==> src/rtl/y86_pkg.sv <==
// Shared constants and types for the Y86-64 decode/register-read slice.
package y86_pkg;

  localparam int unsigned XLEN = 64;
  localparam int unsigned NREG = 15;

  localparam logic [3:0] IHALT   = 4'h0;
  localparam logic [3:0] INOP    = 4'h1;
  localparam logic [3:0] IRRMOVQ = 4'h2;
  localparam logic [3:0] IIRMOVQ = 4'h3;
  localparam logic [3:0] IRMMOVQ = 4'h4;
  localparam logic [3:0] IMRMOVQ = 4'h5;
  localparam logic [3:0] IOPQ    = 4'h6;
  localparam logic [3:0] IJXX    = 4'h7;
  localparam logic [3:0] ICALL   = 4'h8;
  localparam logic [3:0] IRET    = 4'h9;
  localparam logic [3:0] IPUSHQ  = 4'hA;
  localparam logic [3:0] IPOPQ   = 4'hB;

  localparam logic [3:0] RRSP  = 4'h4;
  localparam logic [3:0] RNONE = 4'hF;

  typedef struct packed {
    logic [3:0]      icode;
    logic [3:0]      ifun;
    logic [XLEN-1:0] val_c;
    logic [XLEN-1:0] val_a;
    logic [XLEN-1:0] val_b;
    logic [3:0]      dst_e;
    logic [3:0]      dst_m;
    logic [3:0]      src_a;
    logic [3:0]      src_b;
  } de_reg_t;

  localparam de_reg_t NOP_BUBBLE = '{
    icode: INOP, ifun: 4'h0, val_c: '0, val_a: '0, val_b: '0,
    dst_e: RNONE, dst_m: RNONE, src_a: RNONE, src_b: RNONE
  };

endpackage

==> src/rtl/y86_decode_regread_if.sv <==
// Decode-stage bus: D inputs, forwarding sources, stall/bubble and E outputs.
interface y86_decode_regread_if;
  import y86_pkg::*;

  logic [3:0]      D_icode, D_ifun, D_rA, D_rB;
  logic [XLEN-1:0] D_valC, D_valP;
  logic [3:0]      e_dstE;
  logic [XLEN-1:0] e_valE;
  logic [3:0]      M_dstE, M_dstM;
  logic [XLEN-1:0] M_valE, m_valM;
  logic [3:0]      W_dstE, W_dstM;
  logic [XLEN-1:0] W_valE, W_valM;
  logic            E_stall, E_bubble;
  logic [3:0]      d_srcA, d_srcB;
  logic [3:0]      E_icode, E_ifun;
  logic [XLEN-1:0] E_valC, E_valA, E_valB;
  logic [3:0]      E_dstE, E_dstM, E_srcA, E_srcB;

  modport master (
    output D_icode, D_ifun, D_rA, D_rB, D_valC, D_valP,
    output e_dstE, e_valE, M_dstE, M_valE, M_dstM, m_valM,
    output W_dstE, W_valE, W_dstM, W_valM, E_stall, E_bubble,
    input  d_srcA, d_srcB, E_icode, E_ifun, E_valC, E_valA, E_valB,
    input  E_dstE, E_dstM, E_srcA, E_srcB
  );

  modport slave (
    input  D_icode, D_ifun, D_rA, D_rB, D_valC, D_valP,
    input  e_dstE, e_valE, M_dstE, M_valE, M_dstM, m_valM,
    input  W_dstE, W_valE, W_dstM, W_valM, E_stall, E_bubble,
    output d_srcA, d_srcB, E_icode, E_ifun, E_valC, E_valA, E_valB,
    output E_dstE, E_dstM, E_srcA, E_srcB
  );

endinterface

==> src/rtl/y86_regfile.sv <==
// Architectural register file: 15 x XLEN, two write ports (M over E), two async read ports.
module y86_regfile
  import y86_pkg::*;
(
  input  logic            clk,
  input  logic            rst,
  input  logic [3:0]      wr_dst_e,
  input  logic [XLEN-1:0] wr_val_e,
  input  logic [3:0]      wr_dst_m,
  input  logic [XLEN-1:0] wr_val_m,
  input  logic [3:0]      rd_addr_a,
  output logic [XLEN-1:0] rd_data_a,
  input  logic [3:0]      rd_addr_b,
  output logic [XLEN-1:0] rd_data_b
);

  logic [XLEN-1:0] regs [NREG];

  // Write port M is issued after port E so it wins on a shared destination (popq %rsp).
  always_ff @(posedge clk or posedge rst) begin
    if (rst) begin
      for (int unsigned i = 0; i < NREG; i++) regs[i] <= '0;
    end else begin
      if (wr_dst_e != RNONE) regs[wr_dst_e] <= wr_val_e;
      if (wr_dst_m != RNONE) regs[wr_dst_m] <= wr_val_m;
    end
  end

  // Combinational reads; RNONE reads as zero.
  always_comb begin
    rd_data_a = '0;
    rd_data_b = '0;
    if (rd_addr_a != RNONE) rd_data_a = regs[rd_addr_a];
    if (rd_addr_b != RNONE) rd_data_b = regs[rd_addr_b];
  end

endmodule

==> src/rtl/y86_decode_regread.sv <==
// Y86-64 decode stage: register IDs, forwarded operand read, D/E pipeline register.
module y86_decode_regread
  import y86_pkg::*;
(
  input  logic                 clk,
  input  logic                 rst,
  y86_decode_regread_if.slave  dif
);

  logic [3:0]        src_a, src_b, dst_e, dst_m;
  logic [XLEN-1:0]   rf_a, rf_b, val_a, val_b;
  logic [4:0][3:0]   fwd_dst;
  logic [4:0][XLEN-1:0] fwd_val;
  de_reg_t           de_d, de_q;

  y86_regfile u_regfile (
    .clk       (clk),
    .rst       (rst),
    .wr_dst_e  (dif.W_dstE),
    .wr_val_e  (dif.W_valE),
    .wr_dst_m  (dif.W_dstM),
    .wr_val_m  (dif.W_valM),
    .rd_addr_a (src_a),
    .rd_data_a (rf_a),
    .rd_addr_b (src_b),
    .rd_data_b (rf_b)
  );

  // Index 0 is the highest-priority forwarding source.
  assign fwd_dst = {dif.W_dstE, dif.W_dstM, dif.M_dstE, dif.M_dstM, dif.e_dstE};
  assign fwd_val = {dif.W_valE, dif.W_valM, dif.M_valE, dif.m_valM, dif.e_valE};

  function automatic logic [XLEN-1:0] forward(input logic [3:0] src,
                                              input logic [XLEN-1:0] rf,
                                              input logic [4:0][3:0] dsts,
                                              input logic [4:0][XLEN-1:0] vals);
    logic [XLEN-1:0] res;
    logic            hit;
    res = rf;
    hit = 1'b0;
    if (src == RNONE) begin
      res = '0;
    end else begin
      for (int unsigned i = 0; i < 5; i++) begin
        if (!hit && dsts[i] == src) begin
          res = vals[i];
          hit = 1'b1;
        end
      end
    end
    return res;
  endfunction

  // Register-ID decode from icode.
  always_comb begin
    src_a = RNONE;
    src_b = RNONE;
    dst_e = RNONE;
    dst_m = RNONE;
    case (dif.D_icode)
      IRRMOVQ: begin src_a = dif.D_rA; dst_e = dif.D_rB; end
      IIRMOVQ: dst_e = dif.D_rB;
      IRMMOVQ: begin src_a = dif.D_rA; src_b = dif.D_rB; end
      IMRMOVQ: begin src_b = dif.D_rB; dst_m = dif.D_rA; end
      IOPQ:    begin src_a = dif.D_rA; src_b = dif.D_rB; dst_e = dif.D_rB; end
      ICALL:   begin src_b = RRSP; dst_e = RRSP; end
      IRET:    begin src_a = RRSP; src_b = RRSP; dst_e = RRSP; end
      IPUSHQ:  begin src_a = dif.D_rA; src_b = RRSP; dst_e = RRSP; end
      IPOPQ:   begin src_a = RRSP; src_b = RRSP; dst_e = RRSP; dst_m = dif.D_rA; end
      default: ;
    endcase
  end

  // Operand selection with five-source forwarding; jXX/call carry valP in valA.
  always_comb begin
    val_b = forward(src_b, rf_b, fwd_dst, fwd_val);
    if (dif.D_icode == IJXX || dif.D_icode == ICALL) val_a = dif.D_valP;
    else                                             val_a = forward(src_a, rf_a, fwd_dst, fwd_val);
    de_d = '{icode: dif.D_icode, ifun: dif.D_ifun, val_c: dif.D_valC,
             val_a: val_a, val_b: val_b, dst_e: dst_e, dst_m: dst_m,
             src_a: src_a, src_b: src_b};
  end

  // D/E pipeline register: bubble beats stall.
  always_ff @(posedge clk or posedge rst) begin
    if (rst)                de_q <= NOP_BUBBLE;
    else if (dif.E_bubble)  de_q <= NOP_BUBBLE;
    else if (!dif.E_stall)  de_q <= de_d;
  end

  assign dif.d_srcA  = src_a;
  assign dif.d_srcB  = src_b;
  assign dif.E_icode = de_q.icode;
  assign dif.E_ifun  = de_q.ifun;
  assign dif.E_valC  = de_q.val_c;
  assign dif.E_valA  = de_q.val_a;
  assign dif.E_valB  = de_q.val_b;
  assign dif.E_dstE  = de_q.dst_e;
  assign dif.E_dstM  = de_q.dst_m;
  assign dif.E_srcA  = de_q.src_a;
  assign dif.E_srcB  = de_q.src_b;

endmodule

==> src/flat_wrapper.sv <==
// flat-port wrapper written by rule: the top's interface ports become plain ports
module y86_decode_regread_flat import y86_pkg::*;
  (clk, rst, dif_D_icode, dif_D_ifun, dif_D_rA, dif_D_rB, dif_D_valC, dif_D_valP, dif_e_dstE, dif_e_valE, dif_M_dstE, dif_M_valE, dif_M_dstM, dif_m_valM, dif_W_dstE, dif_W_valE, dif_W_dstM, dif_W_valM, dif_E_stall, dif_E_bubble, dif_d_srcA, dif_d_srcB, dif_E_icode, dif_E_ifun, dif_E_valC, dif_E_valA, dif_E_valB, dif_E_dstE, dif_E_dstM, dif_E_srcA, dif_E_srcB);
  y86_decode_regread_if dif_i ();
  input  logic clk;
  input  logic rst;
  input wire logic [$bits(dif_i.D_icode)-1:0] dif_D_icode;
  input wire logic [$bits(dif_i.D_ifun)-1:0] dif_D_ifun;
  input wire logic [$bits(dif_i.D_rA)-1:0] dif_D_rA;
  input wire logic [$bits(dif_i.D_rB)-1:0] dif_D_rB;
  input wire logic [$bits(dif_i.D_valC)-1:0] dif_D_valC;
  input wire logic [$bits(dif_i.D_valP)-1:0] dif_D_valP;
  input wire logic [$bits(dif_i.e_dstE)-1:0] dif_e_dstE;
  input wire logic [$bits(dif_i.e_valE)-1:0] dif_e_valE;
  input wire logic [$bits(dif_i.M_dstE)-1:0] dif_M_dstE;
  input wire logic [$bits(dif_i.M_valE)-1:0] dif_M_valE;
  input wire logic [$bits(dif_i.M_dstM)-1:0] dif_M_dstM;
  input wire logic [$bits(dif_i.m_valM)-1:0] dif_m_valM;
  input wire logic [$bits(dif_i.W_dstE)-1:0] dif_W_dstE;
  input wire logic [$bits(dif_i.W_valE)-1:0] dif_W_valE;
  input wire logic [$bits(dif_i.W_dstM)-1:0] dif_W_dstM;
  input wire logic [$bits(dif_i.W_valM)-1:0] dif_W_valM;
  input wire logic [$bits(dif_i.E_stall)-1:0] dif_E_stall;
  input wire logic [$bits(dif_i.E_bubble)-1:0] dif_E_bubble;
  output wire logic [$bits(dif_i.d_srcA)-1:0] dif_d_srcA;
  output wire logic [$bits(dif_i.d_srcB)-1:0] dif_d_srcB;
  output wire logic [$bits(dif_i.E_icode)-1:0] dif_E_icode;
  output wire logic [$bits(dif_i.E_ifun)-1:0] dif_E_ifun;
  output wire logic [$bits(dif_i.E_valC)-1:0] dif_E_valC;
  output wire logic [$bits(dif_i.E_valA)-1:0] dif_E_valA;
  output wire logic [$bits(dif_i.E_valB)-1:0] dif_E_valB;
  output wire logic [$bits(dif_i.E_dstE)-1:0] dif_E_dstE;
  output wire logic [$bits(dif_i.E_dstM)-1:0] dif_E_dstM;
  output wire logic [$bits(dif_i.E_srcA)-1:0] dif_E_srcA;
  output wire logic [$bits(dif_i.E_srcB)-1:0] dif_E_srcB;
  assign dif_i.D_icode = dif_D_icode;
  assign dif_i.D_ifun = dif_D_ifun;
  assign dif_i.D_rA = dif_D_rA;
  assign dif_i.D_rB = dif_D_rB;
  assign dif_i.D_valC = dif_D_valC;
  assign dif_i.D_valP = dif_D_valP;
  assign dif_i.e_dstE = dif_e_dstE;
  assign dif_i.e_valE = dif_e_valE;
  assign dif_i.M_dstE = dif_M_dstE;
  assign dif_i.M_valE = dif_M_valE;
  assign dif_i.M_dstM = dif_M_dstM;
  assign dif_i.m_valM = dif_m_valM;
  assign dif_i.W_dstE = dif_W_dstE;
  assign dif_i.W_valE = dif_W_valE;
  assign dif_i.W_dstM = dif_W_dstM;
  assign dif_i.W_valM = dif_W_valM;
  assign dif_i.E_stall = dif_E_stall;
  assign dif_i.E_bubble = dif_E_bubble;
  assign dif_d_srcA = dif_i.d_srcA;
  assign dif_d_srcB = dif_i.d_srcB;
  assign dif_E_icode = dif_i.E_icode;
  assign dif_E_ifun = dif_i.E_ifun;
  assign dif_E_valC = dif_i.E_valC;
  assign dif_E_valA = dif_i.E_valA;
  assign dif_E_valB = dif_i.E_valB;
  assign dif_E_dstE = dif_i.E_dstE;
  assign dif_E_dstM = dif_i.E_dstM;
  assign dif_E_srcA = dif_i.E_srcA;
  assign dif_E_srcB = dif_i.E_srcB;
  y86_decode_regread u_core (.clk(clk), .rst(rst), .dif(dif_i));
endmodule
==> config.mk <==
export PLATFORM = sky130hd
export DESIGN_NAME = y86_decode_regread_flat
export DESIGN_NICKNAME = d
export VERILOG_FILES = /design/src/rtl/y86_pkg.sv /design/src/rtl/y86_decode_regread_if.sv /design/src/rtl/y86_regfile.sv /design/src/rtl/y86_decode_regread.sv /design/src/flat_wrapper.sv
export SDC_FILE = /design/constraint.sdc
export NUM_CORES = 2
export LEC_CHECK = 0
export BUFFER_PORTS_ARGS = -buffer_cell sky130_fd_sc_hd__buf_2
export CAP_MARGIN = 20
export CORE_ASPECT_RATIO = 2
export CORE_UTILIZATION = 31
export CTS_BUF_LIST = sky130_fd_sc_hd__clkbuf_4 sky130_fd_sc_hd__clkbuf_8
export DETAILED_ROUTE_END_ITERATION = 6
export PLACE_DENSITY = 0.49
export SETUP_SLACK_MARGIN = 0.3
export SLEW_MARGIN = 10
export SYNTH_ARGS = -nofsm -noshare
export SYNTH_HDL_FRONTEND = slang
export SYNTH_SLANG_ARGS = --single-unit
==> constraint.sdc <==
create_clock -name clk -period 42.7 [get_ports clk]
set_input_delay 6.405 -clock clk [delete_from_list [all_inputs] [get_ports clk]]
set_output_delay 6.405 -clock clk [all_outputs]
set_load 0.05 [all_outputs]
==> metrics <==
Clk pin slew, worst setup/hold paths 0.06 ns; worst slew pin tran 1.30 ns; Cells after Synth between 9000 and 10000; Net Count, Synth between 10000 and 15000; DR vias/cell 6.62; remaining global-route overflow 0; dpl hpwl about 290000 um; top post-synthesis cells by area dfrtp_1 38%, mux2i_1 8.6%, a21oi_1 7.5%; Cell variety after synth 73; fin crit share a little under two fifths; Core ar. between 200000 and 250000 um^2; critical path type input port to primary output; die area approximately 250000 um^2; Ys Warns 0; FF-to-FF Start u_core.u_regfile.regs[461]; most frequent cells in the layout 1445 x nand2_1, 1183 x nor2_1, 1161 x a21oi_1; RR Endpoint u_core.dif.E_valA[13]; Final min period 15.66 ns; cells along the critical path buf_2 > and3b_1 > a31o_4 > buf_4 > inv_4 > buf_2; number of synthesized flops with an enable pin 0; vias in the first global route between 80000 and 90000; Initial Utilization ~31%; clock sink count between 1000 and 1500; Flop pwr share between 40% and 50%; CP required between 30 and 40 ns; post-route ant nets 0; Final Cell Area about 87000 um^2; failing checks DRC; cts repair resizes 0; LEAKAGE 0.0371 uW; CTS tree built; Critical Path Source Type input port; commonest non-fill, non-tap cell in the layout nand2_1; CP max stage delay 0.65 ns; Top Ports 712; Avg Inst Size Synth about 7.8 um^2; number of port buffers 711; first-pass GRT wire length ~660000 um; routed wire length roughly 480000 um; area leader, netlist dfrtp_1; largest net degree at the start of global routing ~140; DRC viols 5; HP Class flip-flop to flip-flop; Initial DRC Count roughly 12000; clk_lat worst skew 1.03 ns; GPL Wtd Cong 0.946; fmax 63.8 MHz; hold worst-path end u_core.dif.E_icode[0]; layout filler cell count ~26000; Critical Path AT a little over 9 ns; Synth async-reset ratio 100%; Switching Fraction 38.5%; depth of the CTS H-tree 4; Routed WL per cell roughly 36 um; Power Dens Cells ~42 nW/um^2; Std-Cell Rows 258; count of final setup violators 0; Most common cell on crit path buf_2; CTS Root Cell clkbuf_8; Seq/Total Area, Yosys between 30% and 40%; Die Y slightly above 700 um; Synth top area share 37.6%; max-cap viol count 0; status finished, violations left; Nets between 10000 and 15000; slowest CP cell buf_4; Clk network pwr share around a third; Cell Area, Placed 82900 um^2; Worst R2R Setup Slack about 40 ns; Sw Pwr 1420 uW; Main synth FF type dfrtp_1; Max Transition Viols Final 0; Die Wd around 350 um; crit path max fanout 48; Seq cells post-synth about 1200; max_slew headroom 12.5%; initial antenna violation count 40; HP Start u_core.dif.E_icode[0]; postcts setup bufs 0; RSZ-0062 raised after global routing no; CTS Buf Count ~200; worst setup margin 27.04 ns; Comb pwr share a little over a quarter; Worst Skew 0.0714 ns; vias after detailed routing roughly 88000; GRT Util Overall 36.8%; Area Growth Syn to Fin 13.3%; share of layout cells above drive strength 1 15.0%; hold buffer count at CTS 0; hold depth 2; hold slack 0.515 ns; post-placement worst setup slack about 27 ns; r2r worst-path depth 6; crit path capture type primary output; clock tree buffer depth 4; drt pass-1 iters 7; Fin Setup TNS 0 ns; Max VDD drop 27.0 uV; Pint ~2300 uW; cell area after synthesis ~77000 um^2; final hold vios 0
==> registers in the layout, indices dropped and copies added, names as in the netlist, 64 cells and up <==
name / count
u_core.dif.E_valA: 64
u_core.u_regfile.regs: 960
u_core.dif.E_valB: 64
u_core.dif.E_valC: 64
==> synth_stat cells (7+ instances only) <==
cell type     n
o21ai_1      85
mux2i_1     659
a22oi_1     134
nor3_1      233
a211oi_1    450
and3_1       92
dfstp_2      17
nor2b_1      15
a221oi_1    247
o211ai_1     32
dfrtp_1    1159
nand2_1    1464
a31oi_1      72
o22ai_1      53
buf_2        88
a21oi_1    1163
o22a_1       21
o2111ai_1   128
o311ai_0     64
buf_4        19
clkbuf_1    887
a311oi_1     42
mux2_2       13
a21o_1        8
and2_1       24
a221o_1      66
o31ai_1     173
nand3_1     285
inv_1        83
nor2_1     1194
a31o_2       76
nand4_1      11
buf_1       128
o221ai_1      7
o21ai_0     596
xnor2_1       9
nand2b_1     33
==> critical path: cells and delay by family <==
| kind | cells | cell delay, ns |
|---|---|---|
| simple gates | 1 | 0.54 |
| compound gates | 1 | 0.15 |
| buf+inv | 4 | 2.07 |
==> worst max-delay path by stage <==
stage / slack (ns) / from / end
after detailed placement: 27.22 / dif_D_icode[3] / dif_d_srcA[1]
final: 27.04 / dif_D_icode[3] / dif_d_srcA[1]
after floorplan: 3.20 / rst / u_core.dif.E_icode[1]
after global placement: 27.25 / dif_D_icode[0] / dif_d_srcA[1]
after global routing: 27.11 / dif_D_icode[3] / dif_d_srcA[1]
after CTS: 27.21 / dif_D_icode[0] / dif_d_srcA[1]
==> through the flow <==
stage          cells  util [%]  total power, uW
6_report       13400      35.3             3690
5_1_grt        13300      35.3             3810
4_1_cts        13300      35.3             3660
3_5_place_dp   13000      33.5             2490
3_3_place_gp   13000      33.5             2470
2_1_floorplan   9914         -             2090
==> cell type report <==
cell class	instances	area (um^2)	share of cell area, %
Multi-Input combinational cell	7523	43600	49.9
Antenna cell	34	85.1	0.0974
Clock inverter	26	277	0.316
Timing Repair Buffer	947	5550	6.35
Inverter	89	359	0.411
Clock buffer	322	4010	4.59
Sequential cell	1176	29400	33.7
Tap cell	3250	4070	4.65
==> logic make-up (layout without fill, tap and decap cells) <==
group / after synthesis / count (layout) / synth area share [%]
buffers and inverters: 1215 / 1384 / 6.19
DFF: 1176 / 1176 / 38.2
AOI/OAI and AO/OA: 3454 / 3454 / 28.7
other: 0 / 34 / 0
xor gates and xnor gates: 11 / 11 / 0.125
and+or+nand+nor: 3386 / 3386 / 18.1
muxes: 672 / 672 / 8.74
==> power by group through the flow <==
stage | sequential, uW | combinational (uW) | clock [uW]
2_1_floorplan | 1510 | 577 | 0
3_3_place_gp | 1510 | 963 | 0
3_5_place_dp | 1520 | 978 | 0
4_1_cts | 1500 | 981 | 1180
5_1_grt | 1530 | 1070 | 1210
6_report | 1510 | 1010 | 1170
==> layer usage <==
| metal | track usage [%] | up-vias | routed length [um] | part of all wire (%) |
|---|---|---|---|---|
| met5 | 0 | - | 186 | 0.039 |
| met4 | 33.0 | 26 | 49200 | 10 |
| met3 | 8.64 | 2368 | 47100 | 9.8 |
| met2 | 59.3 | 7045 | 221000 | 46 |
| met1 | 40.1 | 43000 | 162000 | 34 |
| li1 | - | 36000 | - | - |
Note: power is estimated with default switching activity, not from simulation.
